**src/rtl/turbo_iter_ctrl.sv**
```systemverilog
`default_nettype none
// turbo_iter_ctrl: time-shares one max-log-MAP Siso between the two constituent decoders,
// running N_ITER iterations per frame with a 7-point interleaver and a finish watchdog.
module turbo_iter_ctrl #(
  parameter int          LLR_W   = 13,
  parameter int          N_ITER  = 4,
  parameter logic [20:0] PI      = {3'd4, 3'd1, 3'd6, 3'd3, 3'd0, 3'd5, 3'd2},
  parameter int          TIMEOUT = 16
) (
  input  logic               clk_i,
  input  logic               reset_n_i,
  input  logic               in_valid_i,
  output logic               in_ready_o,
  input  logic [27:0]        sys_i,
  input  logic [27:0]        par1_i,
  input  logic [27:0]        par2_i,
  output logic               siso_read_en_o,
  output logic [27:0]        siso_sys_o,
  output logic [27:0]        siso_enc_o,
  output logic [7*LLR_W-1:0] siso_ext_o,
  input  logic [7*LLR_W-1:0] siso_data_i,
  input  logic               siso_finish_i,
  output logic               out_valid_o,
  input  logic               out_ready_i,
  output logic [7*LLR_W-1:0] llr_o,
  output logic [6:0]         bits_o,
  output logic [3:0]         iter_o,
  output logic               timeout_o
);

  localparam int BUS_W = 7 * LLR_W;
  localparam int EXT_W = LLR_W + 3;
  localparam int CNT_W = $clog2(TIMEOUT + 1);
  localparam logic signed [EXT_W-1:0] SAT_MAX = EXT_W'((2 ** (LLR_W - 1)) - 1);
  localparam logic signed [EXT_W-1:0] SAT_MIN = ~SAT_MAX;

  typedef enum logic [2:0] {
    IDLE  = 3'd0,
    LOAD1 = 3'd1,
    WAIT1 = 3'd2,
    EXT1  = 3'd3,
    LOAD2 = 3'd4,
    WAIT2 = 3'd5,
    EXT2  = 3'd6,
    OUT   = 3'd7
  } state_t;

  function automatic int pi_at(input int k);
    return int'(PI[20 - 3 * k -: 3]);
  endfunction

  // Extrinsic = (L - 2a - 2s) / 2 with floor rounding, clipped to the LLR range.
  function automatic logic [LLR_W-1:0] ext_calc(input logic [LLR_W-1:0] l,
                                                input logic [LLR_W-1:0] a,
                                                input logic [3:0]       s);
    logic signed [EXT_W-1:0] d;
    d = $signed({{3{l[LLR_W-1]}}, l})
      - $signed({{2{a[LLR_W-1]}}, a, 1'b0})
      - $signed({{(EXT_W - 5){s[3]}}, s, 1'b0});
    d = d >>> 1;
    if (d > SAT_MAX)      return SAT_MAX[LLR_W-1:0];
    else if (d < SAT_MIN) return SAT_MIN[LLR_W-1:0];
    else                  return d[LLR_W-1:0];
  endfunction

  state_t             state;
  logic [27:0]        sys_q;
  logic [27:0]        par1_q;
  logic [27:0]        par2_q;
  logic [LLR_W-1:0]   store [7];
  logic [LLR_W-1:0]   llr_q [7];
  logic [BUS_W-1:0]   data_q;
  logic [CNT_W-1:0]   wd_cnt;
  logic [3:0]         iter_q;
  logic               timeout_q;
  logic               read_en_q;
  logic               out_valid_q;

  logic               phase2;
  logic [27:0]        sys_bus;
  logic [BUS_W-1:0]   store_bus;
  logic [BUS_W-1:0]   llr_bus;
  logic [6:0]         bits;
  logic [LLR_W-1:0]   ext_new [7];

  always_comb begin
    phase2    = (state == LOAD2) || (state == WAIT2) || (state == EXT2);
    sys_bus   = sys_q;
    store_bus = '0;
    llr_bus   = '0;
    bits      = '0;
    for (int k = 0; k < 7; k++) begin
      if (phase2) sys_bus[27 - 4 * k -: 4] = sys_q[27 - 4 * pi_at(k) -: 4];
      store_bus[BUS_W - 1 - LLR_W * k -: LLR_W] = store[k];
      llr_bus[BUS_W - 1 - LLR_W * k -: LLR_W]   = llr_q[k];
      bits[6 - k] = ~llr_q[k][LLR_W-1] & (|llr_q[k]);
    end
    // a and s are taken from the buses still being presented to the Siso.
    for (int k = 0; k < 7; k++) begin
      ext_new[k] = ext_calc(data_q[BUS_W - 1 - LLR_W * k -: LLR_W], store[k],
                            sys_bus[27 - 4 * k -: 4]);
    end
  end

  always_ff @(posedge clk_i or negedge reset_n_i) begin
    if (!reset_n_i) begin
      state       <= IDLE;
      sys_q       <= '0;
      par1_q      <= '0;
      par2_q      <= '0;
      data_q      <= '0;
      wd_cnt      <= '0;
      iter_q      <= '0;
      timeout_q   <= 1'b0;
      read_en_q   <= 1'b0;
      out_valid_q <= 1'b0;
      for (int k = 0; k < 7; k++) begin
        store[k] <= '0;
        llr_q[k] <= '0;
      end
    end else begin
      unique case (state)
        IDLE: begin
          if (in_valid_i) begin
            sys_q     <= sys_i;
            par1_q    <= par1_i;
            par2_q    <= par2_i;
            iter_q    <= '0;
            timeout_q <= 1'b0;
            read_en_q <= 1'b1;
            state     <= LOAD1;
            for (int k = 0; k < 7; k++) store[k] <= '0;
          end
        end
        LOAD1, LOAD2: begin
          read_en_q <= 1'b0;
          wd_cnt    <= '0;
          state     <= (state == LOAD1) ? WAIT1 : WAIT2;
        end
        WAIT1, WAIT2: begin
          if (siso_finish_i) begin
            data_q <= siso_data_i;
            state  <= (state == WAIT1) ? EXT1 : EXT2;
          end else if (wd_cnt == CNT_W'(TIMEOUT - 1)) begin
            timeout_q <= 1'b1;
            state     <= IDLE;
          end else begin
            wd_cnt <= wd_cnt + 1'b1;
          end
        end
        EXT1: begin
          for (int k = 0; k < 7; k++) store[k] <= ext_new[pi_at(k)];
          read_en_q <= 1'b1;
          state     <= LOAD2;
        end
        EXT2: begin
          for (int k = 0; k < 7; k++) begin
            store[pi_at(k)] <= ext_new[k];
            llr_q[pi_at(k)] <= data_q[BUS_W - 1 - LLR_W * k -: LLR_W];
          end
          iter_q <= iter_q + 4'd1;
          if (({1'b0, iter_q} + 5'd1) < 5'(N_ITER)) begin
            read_en_q <= 1'b1;
            state     <= LOAD1;
          end else begin
            out_valid_q <= 1'b1;
            state       <= OUT;
          end
        end
        OUT: begin
          if (out_ready_i) begin
            out_valid_q <= 1'b0;
            state       <= IDLE;
          end
        end
      endcase
    end
  end

  assign in_ready_o     = (state == IDLE);
  assign siso_read_en_o = read_en_q;
  assign siso_sys_o     = sys_bus;
  assign siso_enc_o     = phase2 ? par2_q : par1_q;
  assign siso_ext_o     = store_bus;
  assign out_valid_o    = out_valid_q;
  assign llr_o          = llr_bus;
  assign bits_o         = bits;
  assign iter_o         = iter_q;
  assign timeout_o      = timeout_q;

endmodule
`default_nettype wire
```
**config.mk**
```make
export PLATFORM = sky130hd
export DESIGN_NAME = turbo_iter_ctrl
export DESIGN_NICKNAME = d
export VERILOG_FILES = /design/src/rtl/turbo_iter_ctrl.sv
export SDC_FILE = /design/constraint.sdc
export NUM_CORES = 1
export LEC_CHECK = 0
export CAP_MARGIN = 15
export CORE_ASPECT_RATIO = 1.4
export CORE_MARGIN = 10
export CORE_UTILIZATION = 45
export DETAILED_ROUTE_END_ITERATION = 10
export PLACE_DENSITY = 0.74
export RECOVER_POWER = 100
export SYNTH_ARGS = -nofsm -noshare
export SYNTH_HDL_FRONTEND = slang
export SYNTH_SLANG_ARGS = --single-unit
```
**constraint.sdc**
```tcl
create_clock -name clk_i -period 5.51 [get_ports clk_i]
set_input_delay 0.551 -clock clk_i [delete_from_list [all_inputs] [get_ports clk_i]]
set_output_delay 0.551 -clock clk_i [all_outputs]
set_load 0.01 [all_outputs]
```
== Word-level counts from Yosys, hierarchy flattened ==
Index checks and enable logic that the tools add are counted.
Storage, ports and cells
  input port bits: 180
  output and inout bits: 253
  word-level logic and storage cells: 158
  register bits after elaboration: 372
Operators by class
  eq/ne operators: 16
  mux-type cells: 44
  $add $sub $neg: 17
  $lt $le $gt $ge: 15
  reductions and logical operators: 28
  bitwise gates (word level): 14
Operators with widths (number)
  2-to-1 mux 13 bit: 14
  one-hot mux 91 bit (2 select lines): 1
  subtractor 15 x 5 -> 16 bit: 7
  greater-than comparator 15 x 13 -> 1 bit, second input constant: 7
  less-than comparator 15 x 13 -> 1 bit, second input constant: 7
  subtractor 13 x 14 -> 15 bit: 7
  2-to-1 mux 91 bit: 1
  OR reduction 13 bit: 7
  2-to-1 mux 28 bit: 1
  2-to-1 mux 3 bit: 7
  2-to-1 mux 4 bit: 5
  one-hot mux 3 bit (6 select lines): 1
  == test 3 bit, second input constant: 4
  inequality test 2 bit, second input constant: 6
  AND reduction 3 bit: 4
  2-to-1 mux 5 bit: 2
  one-hot mux 5 bit (2 select lines): 1
  nonzero test 2 bit: 5
  one-hot mux 4 bit (2 select lines): 1
  AND reduction 2 bit: 4
  AND 1 bit: 7
  2-to-1 mux 1 bit: 7
  inverter 1 bit: 7
  == test 3 x 2 -> 1 bit, second input constant: 2
  15 further kinds: 19

== Longest topological paths before layout ==
  depth in word-level cells: 9
  gate-level depth with buffers: 20
  gate-level depth less buffers: 15

== Worst setup path after synthesis ==
OpenSTA, ideal clock, no wires.
  path type: register -> register
  from: reg state[2]
  to: reg store, in the netlist siso_ext_o[0]
  setup time: 0.096 ns
  required time: 5.414 ns
  period minus slack after synthesis: 4.818 ns
  stages on the path, launching flop included: 18
  path buffers: 4
  arrival: 4.722 ns
  path slack: 0.692 ns
  cell sequence: dfrtp_1 clkbuf_1 a21boi_0 clkbuf_1 clkbuf_1 mux2i_1 fa_1 ha_1 a21o_1 a31o_1 a221o_1 a2111oi_4 nor2_1 xnor2_2 a211oi_1 buf_2 a21oi_1 o31ai_1
On the way
  word-level cells in the longest chain between the ends: 9
  elaborated cells on any way between the ends: 18
  classes of those cells: add/sub: 1; order compare: 2; eq/ne: 5; mux: 4; reduce/logical: 6
Ends and longest elaborated chain
  start, declared: line 66  | state_t state;
  start signal, assigned: line 138  | state <= (state == LOAD1) ? WAIT1 : WAIT2;
  start signal, assigned: line 143  | state <= (state == WAIT1) ? EXT1 : EXT2;
  == test 3 bit: line 87  | phase2 = (state == LOAD2) || (state == WAIT2) || (state == EXT2);
  logical OR 1 bit (2 in series): line 87
  2-to-1 mux 4 bit: line 93  | if (phase2) sys_bus[27 - 4 * k -: 4] = sys_q[27 - 4 * pi_at(k) -: 4];
  subtractor 15 x 5 -> 16 bit: line 59  | - $signed({{(EXT_W - 5){s[3]}}, s, 1'b0});
  less-than comparator 15 x 13 -> 1 bit: line 62  | else if (d < SAT_MIN) return SAT_MIN[LLR_W-1:0];
  2-to-1 mux 13 bit: line 62
  2-to-1 mux 13 bit: line 61  | if (d > SAT_MAX) return SAT_MAX[LLR_W-1:0];
  one-hot mux 91 bit (2 select lines): line 122  | unique case (state)
  end signal, assigned by index: line 158  | store[pi_at(k)] <= ext_new[k];
  end, declared: line 70  | logic [LLR_W-1:0] store [7];
Parallel ways exist; a longest one is shown, timed or not.
A chain may end at the register's enable or synchronous reset.

== Worst setup path in the final report ==
  from: reg state[1]
  to: reg data_q[89]
On the way
  word-level cells in the longest chain between the ends: 3
  elaborated cells on any way between the ends: 4
  classes of those cells: eq/ne: 2; reduce/logical: 2
Ends and longest elaborated chain
  == test 3 bit or == test 3 x 2 -> 1 bit (tied branches): line 122
  OR reduction 2 bit (*): line 122
  AND reduction 2 bit (no source line) (*)
  end signal, assigned: line 142  | data_q <= siso_data_i;
  end, declared: line 72  | logic [BUS_W-1:0] data_q;
Every way passes the cells marked *; elsewhere a longest branch is shown, timed or not.

==> metrics.yaml <==
run_status:
  status: "finished, violations left"
  violations: "capacitance limit, slew limit"
worst_setup_path:
  critPathMaxStageDelay_ns: 2.44
  cp_slowest_cell: "nand2b_1"
  worstSetupEndpointType: "flip-flop"
  cp.required_ns: 5.93
  path_max_fanout: 59
  r2r-end: "data_q[89]"
  cp_cell_sequence: "nor2b_1, mux2i_1, nand2b_1, buf_2, mux2_2"
  r2r_slack_ns: 0.41
  crit_arrival_ns: 5.51
  start_kind: "flip-flop"
  r2r-start: "state[1]"
  path_class: "reg2reg"
  r2r_cells: 5
clocking:
  htree_levels: 2
  clock_path_buffers: 3
  cts-root-buf: "clkbuf_16"
  worst_skew_pair.late_latency_ns: 0.55
  cts_tree: "yes"
  numCtsBuffers: 40
  cts.sinks: 372
  path_clk_slew_ns: 0.06
floorplan:
  die-area_um2: 57500
  die_w_um: 206
  start_util_pct: 45.3
  io_pins: 433
  die_h_um: 280
  coreArea_um2: 47900
  rows: 95
timing:
  layout_min_cycle_time_ns: 5.10
  fin_crit_sh_pct: 92.5
  final_hold_viol_count: 0
  worst_slew_pin_slew_ns: 3.36
  clock-skew-final_ns: 0.0215
  slew_viol_final: 728
  finalSetupViolations: 0
  tns_ns: 0
  slew_headroom_pct: -124
  rsz0062_at_grt: "false"
  fmaxAchievable_ghz: 0.196
worst_hold_path:
  holdCritStartpoint: "data_q[13]"
  holdPathStages: 2
  min_to: "llr_o[13]"
  hold_path.class: "reg2reg"
synthesis:
  yosysWarnings: 0
  synth_top_flop_cell: "dfrtp_1"
  synth_top_area_share_pct: 42.9
  synth_area_leader_cell: "dfrtp_1"
  synth_area_um2: 21700
  avgSynthCellArea_um2: 10.5
  syn-num-nets: 2443
  ys_ff_latch: 372
  synth_cell_type_count: 74
  synthCells: 2071
  yosysSeqAreaShare_pct: 42.9
  synth_edf_count: 0
  synthTopCellsByArea: "dfrtp_1, mux2_2, ha_1"
  async_flop_share_pct: 100
detailed_routing:
  initialDrtViolationCount: 1089
  drc_errors: 0
  first_pass_iters: 6
  vias: 17400
  finalWirelength_um: 69500
  viasPerCell: 5.56
  wl_per_cell_um: 22.2
  ant_nets: 0
final_layout:
  layout_commonest_cell: "dfrtp_1"
  fin_cells: 3132
  final_cell_mix: "dfrtp_1, nand2_1, dlygate4sd3_1, mux2_2, clkdlybuf4s50_1"
  nets: 2838
  drive_above_1_share_pct: 11.8
  area_growth_pct: 28.8
place:
  port-buffer-count: 432
  gp_routability_congestion: 0.893
  hpwl_um: 53100
  placedCellCount: 3053
global_routing:
  grt_first_pass_wirelength_um: 107000
  grt_use_total_pct: 23.8
  grt_pass1_vias: 18300
  grt_antenna_before_repair: 9
  gr-total-overflow: 0
  grt_start_max_net_pins: 145
run:
  cap_viol_max_count: 12
==> Yosys cell counts (13+ instances only) <==
cell and instances:
inv_1 102, dfrtp_1 372, clkbuf_1 71, a221o_1 56, o21ai_0 75, o21bai_1 44, mux2_2 198, nor2_1 79
o22ai_1 13, nand2b_1 22, a21oi_1 76, nor2b_1 20, xnor2_1 85, a21o_1 27, nand2_1 331, mux2i_1 15
fa_1 44, xor2_1 27, nor4_1 25, nand3_1 22, a31oi_1 17, o21a_1 25, ha_1 148
==> metrics by stage <==
step                cell area, um^2  hold WS (ns)  setup WS [ns]  utilization (%)
floorplan                     21700         0.255          0.692                -
global placement              26600         0.439          0.706             55.5
CTS                           28000         0.468          0.471             58.5
detailed placement            26600         0.453          0.487             55.5
global route                  27900         0.508         0.0528             58.3
finish                        27900         0.464          0.411             58.3
==> worst max-delay path: cells and delay by family (launching register included) <==
| kind | cells | cell delay (ns) |
|---|---|---|
| buffers and inverters | 1 | 0.98 |
| DFF | 1 | 0.63 |
| muxes | 2 | 0.67 |
| and+or+nand+nor | 2 | 2.61 |
==> worst max-delay path by stage <==
| stage | start | endpoint | slack, ns | cells after the start |
|---|---|---|---|---|
| 2_1_floorplan | state[2] | siso_ext_o[0] | 0.69 | 17 |
| 3_3_place_gp | state[2] | siso_ext_o[88] | 0.71 | 14 |
| 3_5_place_dp | state[2] | siso_ext_o[7] | 0.49 | 14 |
| 4_1_cts | state[2] | siso_ext_o[7] | 0.47 | 14 |
| 5_1_grt | state[0] | data_q[89] | 0.05 | 5 |
| 6_report | state[1] | data_q[89] | 0.41 | 5 |
==> cells by family after synthesis <==
| kind of cell | Yosys count | synth area share [%] |
|---|---|---|
| mux | 213 | 11.0 |
| fa+ha+maj | 192 | 12.6 |
| buf+inv | 202 | 3.79 |
| compound gates | 430 | 14.1 |
| simple gates | 549 | 11.0 |
| xor+xnor | 113 | 4.60 |
| flops | 372 | 42.9 |
==> timing repair <==
item,CTS,global route
hold buffers,1,0
setup buffers,0,0
resized for setup,0,0
endpoints found under the hold margin,42,0
==> final cells by class <==
class / instances / area [um^2]
diodes: 6 / 15.0
clock buffers: 47 / 1050
clock inverters: 25 / 364
fillers: 4066 / 20000
inverters: 102 / 383
multi-input cells: 1497 / 11600
flip-flops and latches: 372 / 9310
well taps: 630 / 788
repair buffers: 453 / 4460
==> routing by layer <==
metal | wire length, um | up-vias | GRT usage (%) | share of wire (%)
met5 | 46 | - | 0 | 0.066
met3 | 4120 | 146 | 5.17 | 5.9
met4 | 2780 | 8 | 9.90 | 4.0
li1 | - | 8099 | - | -
met2 | 35700 | 486 | 41.6 | 51
met1 | 26800 | 8678 | 27.3 | 39
==> state kept, by name, summed over array words and instances (netlist names), 3 cells and up <==
name and flops:
data_q 91, iter_o 4, par1_q 28, llr_o 91, par2_q 28, state 3, sys_q 28, wd_cnt 5
siso_ext_o 91
Power is left out: the tool's default activity adds up to more than one toggle a clock period on the data nets, which glitch-free logic cannot reach.
==> RTL change 1 (same settings) <==
Put one more register stage on the output `timeout_o`. The value now appears one clock later. The other outputs are not delayed to match.
--- a/src/rtl/turbo_iter_ctrl.sv
+++ b/src/rtl/turbo_iter_ctrl.sv
@@ -186,7 +186,9 @@
   assign llr_o          = llr_bus;
   assign bits_o         = bits;
   assign iter_o         = iter_q;
-  assign timeout_o      = timeout_q;
+  always_ff @(posedge clk_i) begin
+    timeout_o <= timeout_q;
+  end
 
 endmodule
 `default_nettype wire
Behaviour: same outputs for any inputs over 4 cycles, from zero or initial values and one cycle with reset_n_i low; that may be too few to reach the edited logic, so the function may still have changed.
==> RTL change 1 against the unedited design <==
- the flow still finishes with violations (capacitance limit, slew limit)
- final area increased by 0.33%
- setup slack improved by 100 ps
- synthesized area about the same
- sequential cell count increased by 1
- utilization increased by 0.19 points
- routed wire length decreased by 1.4%
- highest routed layer unchanged
Power is not shown: default switching activity piles up to over one toggle a cycle in this logic, so the estimate is an artifact.
==> RTL change 1: results (changes against the unedited design) <==
| Metric | Value |
|---|---|
| All-Layer GR Usage | 0.2332 (was 0.2376) |
| Placed cell count | 3052 (was 3053) |
| Met1 demand-to-capacity share in global routing | 0.2634 (was 0.2733) |
| Global routing usage on met2 | 0.4076 (was 0.4163) |
| Number of nets in the synthesized netlist | 2444 (was 2443) |
| Worst slew margin relative to its limit | -1.337 (was -1.239) |
| DR WL met3 | 4.098 mm (was 4.120 mm) |
| Quantity of I/O buffers inserted on ports | 432 (unchanged) |
| Routed length on met2 | 35.28 mm (was 35.69 mm) |
| Sequential cell area fraction in the yosys report | 0.4297 (was 0.4292) |
| Buffers inserted by post-CTS timing repair | 0 (unchanged) |
| Skew final | 14.20 ps (was 21.45 ps) |
| Number of global-route vias before repair | 17949 (was 18276) |
| Pre-CTS worst setup slack | 558.1 ps (was 486.7 ps) |
| Wl on met1 | 25.96 mm (was 26.85 mm) |
| Layout cells sized above 1 | 0.1178 (unchanged) |
| CP Max Fanout | 79 (was 59) |
| Overall via count from detail_route | 17317 (was 17417) |
| Worst path arrival time | 5330 ps (was 5510 ps) |
| Maximum number of pins on one net before global-route repair | 138 (was 145) |
| Wirelength per Cell | 21.89 um (was 22.18 um) |
| Fillers | 4033 (was 4066) |
| Area after DPL | 26600 um^2 (was 26590 um^2) |
| Synth top area cells | sky130_fd_sc_hd__dfrtp_1, sky130_fd_sc_hd__mux2_2, sky130_fd_sc_hd__ha_1 (unchanged) |
| Number of antenna violations at the first check in global routing | 11 (was 9) |
| Max-cap violations | 8 (was 12) |
| Num CTS Buffers | 42 (was 40) |
| Max-slew violation count | 612 (was 728) |
| Status | finished with violations (unchanged) |
| Violations in the final reports | capacitance limit, slew limit (unchanged) |
| DP Wirelength | 52.20 mm (was 53.06 mm) |
| Slowest stage delay, CP | 1600 ps (was 2440 ps) |
| Yosys cell types | 75 (was 74) |
| Length of the first detailed-routing pass in iterations | 5 (was 6) |
| Vias per inst | 5.533 (was 5.561) |
| DRC violation total after the first TritonRoute iteration | 988 (was 1089) |
| Count of mapped cells out of synthesis | 2072 (was 2071) |
| Global-route track usage on met3 | 0.05376 (was 0.05168) |
| Buffer type at the clock tree root | sky130_fd_sc_hd__clkbuf_16 (unchanged) |
| Slowest-stage cell, CP | sky130_fd_sc_hd__nor2_1 (was sky130_fd_sc_hd__nand2b_1) |
| Global-route wire length before repair | 104.8 mm (was 107.1 mm) |
| Placer Congestion | 0.9087 (was 0.8925) |
| Ys async rst share | 0.9973 (was 1.000) |
[RTL change 1: cell types whose count changed in the layout (fill, tap and decap cells not counted), moves of 2 or more]
cell | before | now
sky130_fd_sc_hd__clkbuf_1 | 7 | 9
sky130_fd_sc_hd__clkbuf_16 | 40 | 45
sky130_fd_sc_hd__clkinvlp_4 | 2 | 0
sky130_fd_sc_hd__bufinv_16 | 8 | 6
sky130_fd_sc_hd__clkbuf_8 | 2 | 9
sky130_fd_sc_hd__clkinv_2 | 8 | 4
sky130_fd_sc_hd__diode_2 | 6 | 4
sky130_fd_sc_hd__clkinv_4 | 5 | 2
[RTL change 1: area by class of cell]
class                      instances  area (um^2)  area share
inverter                         102        382.9     0.01366
tap                              630        788.3     0.02812
multi-input combinational       1497        11570      0.4130
sequential                       373         9329      0.3328
clock inverter                    13        226.5    0.008080
timing repair buffer             450         4442      0.1585
clock buffer                      61         1276     0.04553
antenna                            4        10.01   0.0003571
[RTL change 1: cell families after synthesis]
| kind of cell | after synthesis | share of synthesized area |
|---|---|---|
| fa+ha+maj | 192 | 0.1259 |
| simple gates | 549 | 0.1103 |
| compound gates | 430 | 0.1407 |
| xor+xnor | 113 | 0.04593 |
| buf+inv | 202 | 0.03786 |
| flops | 373 | 0.4297 |
| mux | 213 | 0.1096 |
[RTL change 1: worst paths after layout]
kind                           start        endpoint  slack (ps)  cells after the start
max                         state[1]       iter_o[3]         510                      7
min                        timeout_q       timeout_o         460                      0
max reg2reg                 state[1]       iter_o[3]         510                      7
min reg2reg                timeout_q       timeout_o         460                      0
max in group asynchronous  reset_n_i  siso_ext_o[60]        1120                      2
min in group asynchronous  reset_n_i      data_q[45]         940                      1
==> RTL change 2 (same flow settings) <==
Made on the original files. `TIMEOUT`: 16 -> 64.
--- a/src/rtl/turbo_iter_ctrl.sv
+++ b/src/rtl/turbo_iter_ctrl.sv
@@ -5,7 +5,7 @@
   parameter int          LLR_W   = 13,
   parameter int          N_ITER  = 4,
   parameter logic [20:0] PI      = {3'd4, 3'd1, 3'd6, 3'd3, 3'd0, 3'd5, 3'd2},
-  parameter int          TIMEOUT = 16
+  parameter int          TIMEOUT = 64
 ) (
   input  logic               clk_i,
   input  logic               reset_n_i,
Behaviour: no difference found for any inputs over 4 cycles, from zero or initial values and one cycle with reset_n_i low; that may be too few to reach the edited logic, so the function may still have changed.
==> RTL change 2 against the unedited design <==
- the flow still finishes with violations (capacitance limit, slew limit)
- highest routed layer unchanged
- critical endpoint is now siso_ext_o[2]
- global-route usage is 0.15 points lower
- synthesized area is 0.95% higher
- sequential cell count is 2 higher
- non-clock buffer count is 1 lower
- setup slack better by 100 ps
- final area is 0.41% higher
- utilization is 0.052 points lower
- critical path depth is 11 higher
- routed wire length is 0.79% higher
Power is not shown: default switching activity piles up to over one toggle a cycle in this logic, so the estimate is an artifact.
==> RTL change 2: results (changes against the unedited design) <==
| Metric | Value |
|---|---|
| Skew final | 14.74 ps (was 21.45 ps) |
| Number of global-route vias before repair | 19067 (was 18276) |
| Global-route wire length before repair | 108.5 mm (was 107.1 mm) |
| Worst path arrival time | 5460 ps (was 5510 ps) |
| Max-cap violations | 5 (was 12) |
| Violations in the final reports | capacitance limit, slew limit (unchanged) |
| Num CTS Buffers | 39 (was 40) |
| Number of nets in the synthesized netlist | 2634 (was 2443) |
| Placer Congestion | 0.9041 (was 0.8925) |
| Quantity of I/O buffers inserted on ports | 432 (unchanged) |
| Max-slew violation count | 305 (was 728) |
| Buffers inserted by post-CTS timing repair | 0 (unchanged) |
| Number of nets at the end of the flow | 3017 (was 2838) |
| All-Layer GR Usage | 0.2361 (was 0.2376) |
| Yosys warning total | 0 (unchanged) |
| Yosys cell types | 68 (was 74) |
| Status | finished with violations (unchanged) |
| Delay-heaviest family, CP | compound AO/OA/AOI/OAI gates (was simple AND/OR/NAND/NOR gates) |
| Number of antenna violations at the first check in global routing | 3 (was 9) |
| Synth top cells by count | sky130_fd_sc_hd__nand2_1, sky130_fd_sc_hd__dfrtp_1, sky130_fd_sc_hd__ha_1 (was sky130_fd_sc_hd__dfrtp_1, sky130_fd_sc_hd__nand2_1, sky130_fd_sc_hd__mux2_2) |
| Overall via count from detail_route | 18352 (was 17417) |
| CP Max Fanout | 17 (was 59) |
| Layout cells sized above 1 | 0.08156 (was 0.1178) |
| H-tree depth | 2 (unchanged) |
| Fillers | 4065 (was 4066) |
| Class of the tightest hold or removal check | flop to flop (unchanged) |
| Final routed wirelength across all metal layers | 70.03 mm (was 69.48 mm) |
| Slowest stage delay, CP | 680 ps (was 2440 ps) |
| Pre-CTS worst setup slack | 485.6 ps (was 486.7 ps) |
| Worst slew margin relative to its limit | -1.943 (was -1.239) |
| DRC violation total after the first TritonRoute iteration | 965 (was 1089) |
| Sequential cell area fraction in the yosys report | 0.4274 (was 0.4292) |
| Synth top area cells | sky130_fd_sc_hd__dfrtp_1, sky130_fd_sc_hd__nand2_1, sky130_fd_sc_hd__ha_1 (was sky130_fd_sc_hd__dfrtp_1, sky130_fd_sc_hd__mux2_2, sky130_fd_sc_hd__ha_1) |
| Length of the first detailed-routing pass in iterations | 5 (was 6) |
| Maximum number of pins on one net before global-route repair | 163 (was 145) |
| DP Wirelength | 52.89 mm (was 53.06 mm) |
| Slowest-stage cell, CP | sky130_fd_sc_hd__nor2_1 (was sky130_fd_sc_hd__nand2b_1) |
[RTL change 2: changes by cell type after synthesis, sizes merged, moves of 9 or more]
cell    delta
o311ai    +13
o22ai     -10
clkbuf    +13
nand2    +231
a21oi     +15
mux2      -74
nor3       +9
o221ai    -12
[RTL change 2: worst paths after layout]
check | from | end | slack [ps] | cells past startpoint
max in group asynchronous | reset_n_i | data_q[74] | 1240 | 1
setup reg to reg | state[1] | siso_ext_o[2] | 510 | 16
hold reg to reg | data_q[26] | llr_o[78] | 460 | 2
hold / removal | data_q[26] | llr_o[78] | 460 | 2
setup / recovery | state[1] | siso_ext_o[2] | 510 | 16
min in group asynchronous | reset_n_i | llr_o[30] | 1680 | 1
[RTL change 2: worst register-to-register path, cell delays in order (launching register included)]
cell	delay [ps]
sky130_fd_sc_hd__dfrtp_1	580
sky130_fd_sc_hd__a21boi_4	280
sky130_fd_sc_hd__buf_4	240
sky130_fd_sc_hd__mux2i_1	210
sky130_fd_sc_hd__clkbuf_2	330
sky130_fd_sc_hd__xnor2_1	120
sky130_fd_sc_hd__ha_1	200
sky130_fd_sc_hd__o21bai_1	170
sky130_fd_sc_hd__ha_1	350
sky130_fd_sc_hd__or2_2	310
sky130_fd_sc_hd__a21oi_1	180
sky130_fd_sc_hd__a311oi_1	100
sky130_fd_sc_hd__a31o_2	300
sky130_fd_sc_hd__o41ai_2	380
sky130_fd_sc_hd__a2111oi_0	210
sky130_fd_sc_hd__nor2_1	680
sky130_fd_sc_hd__a221o_1	280
[RTL change 2: metal layers]
metal / global-route usage / routed length, um / vias up
li1: - / - / 8587
met1: 0.2712 / 27010 / 9064
met2: 0.4171 / 35520 / 561
met3: 0.04321 / 4416 / 136
met4: 0.1035 / 3064 / 4
met5: 0 / 29 / -
[RTL change 2: cell type report]
class	instances	area, um^2	area share
diodes	2	5.005	0.0001784
multi-input cells	1673	11680	0.4164
clock buffers	55	1159	0.04130
well taps	630	788.3	0.02810
flip-flops and latches	374	9359	0.3336
inverters	106	397.9	0.01418
repair buffers	452	4531	0.1615
clock inverters	13	131.4	0.004683
[RTL change 2: per-stage QoR]
| step | instances | hold slack, ps | instance area (um^2) |
|---|---|---|---|
| after floorplan | 2263 | 255.4 | 21900 |
| after global placement | 3231 | 442.3 | 26740 |
| after detailed placement | 3231 | 446.3 | 26740 |
| after CTS | 3299 | 39.51 | 28030 |
| after global routing | 3304 | 496.0 | 28050 |
| final | 3305 | 458.8 | 28050 |
[RTL change 2: cells by family after synthesis]
kind of cell / after synthesis / synth area share
AND/OR/NAND/NOR: 800 / 0.1554
AO/OA/AOI/OAI: 428 / 0.1366
flip-flops: 374 / 0.4274
buffers and inverters: 216 / 0.03988
adder cells (fa/ha/maj): 191 / 0.1242
multiplexers: 138 / 0.07017
XOR/XNOR: 116 / 0.04640
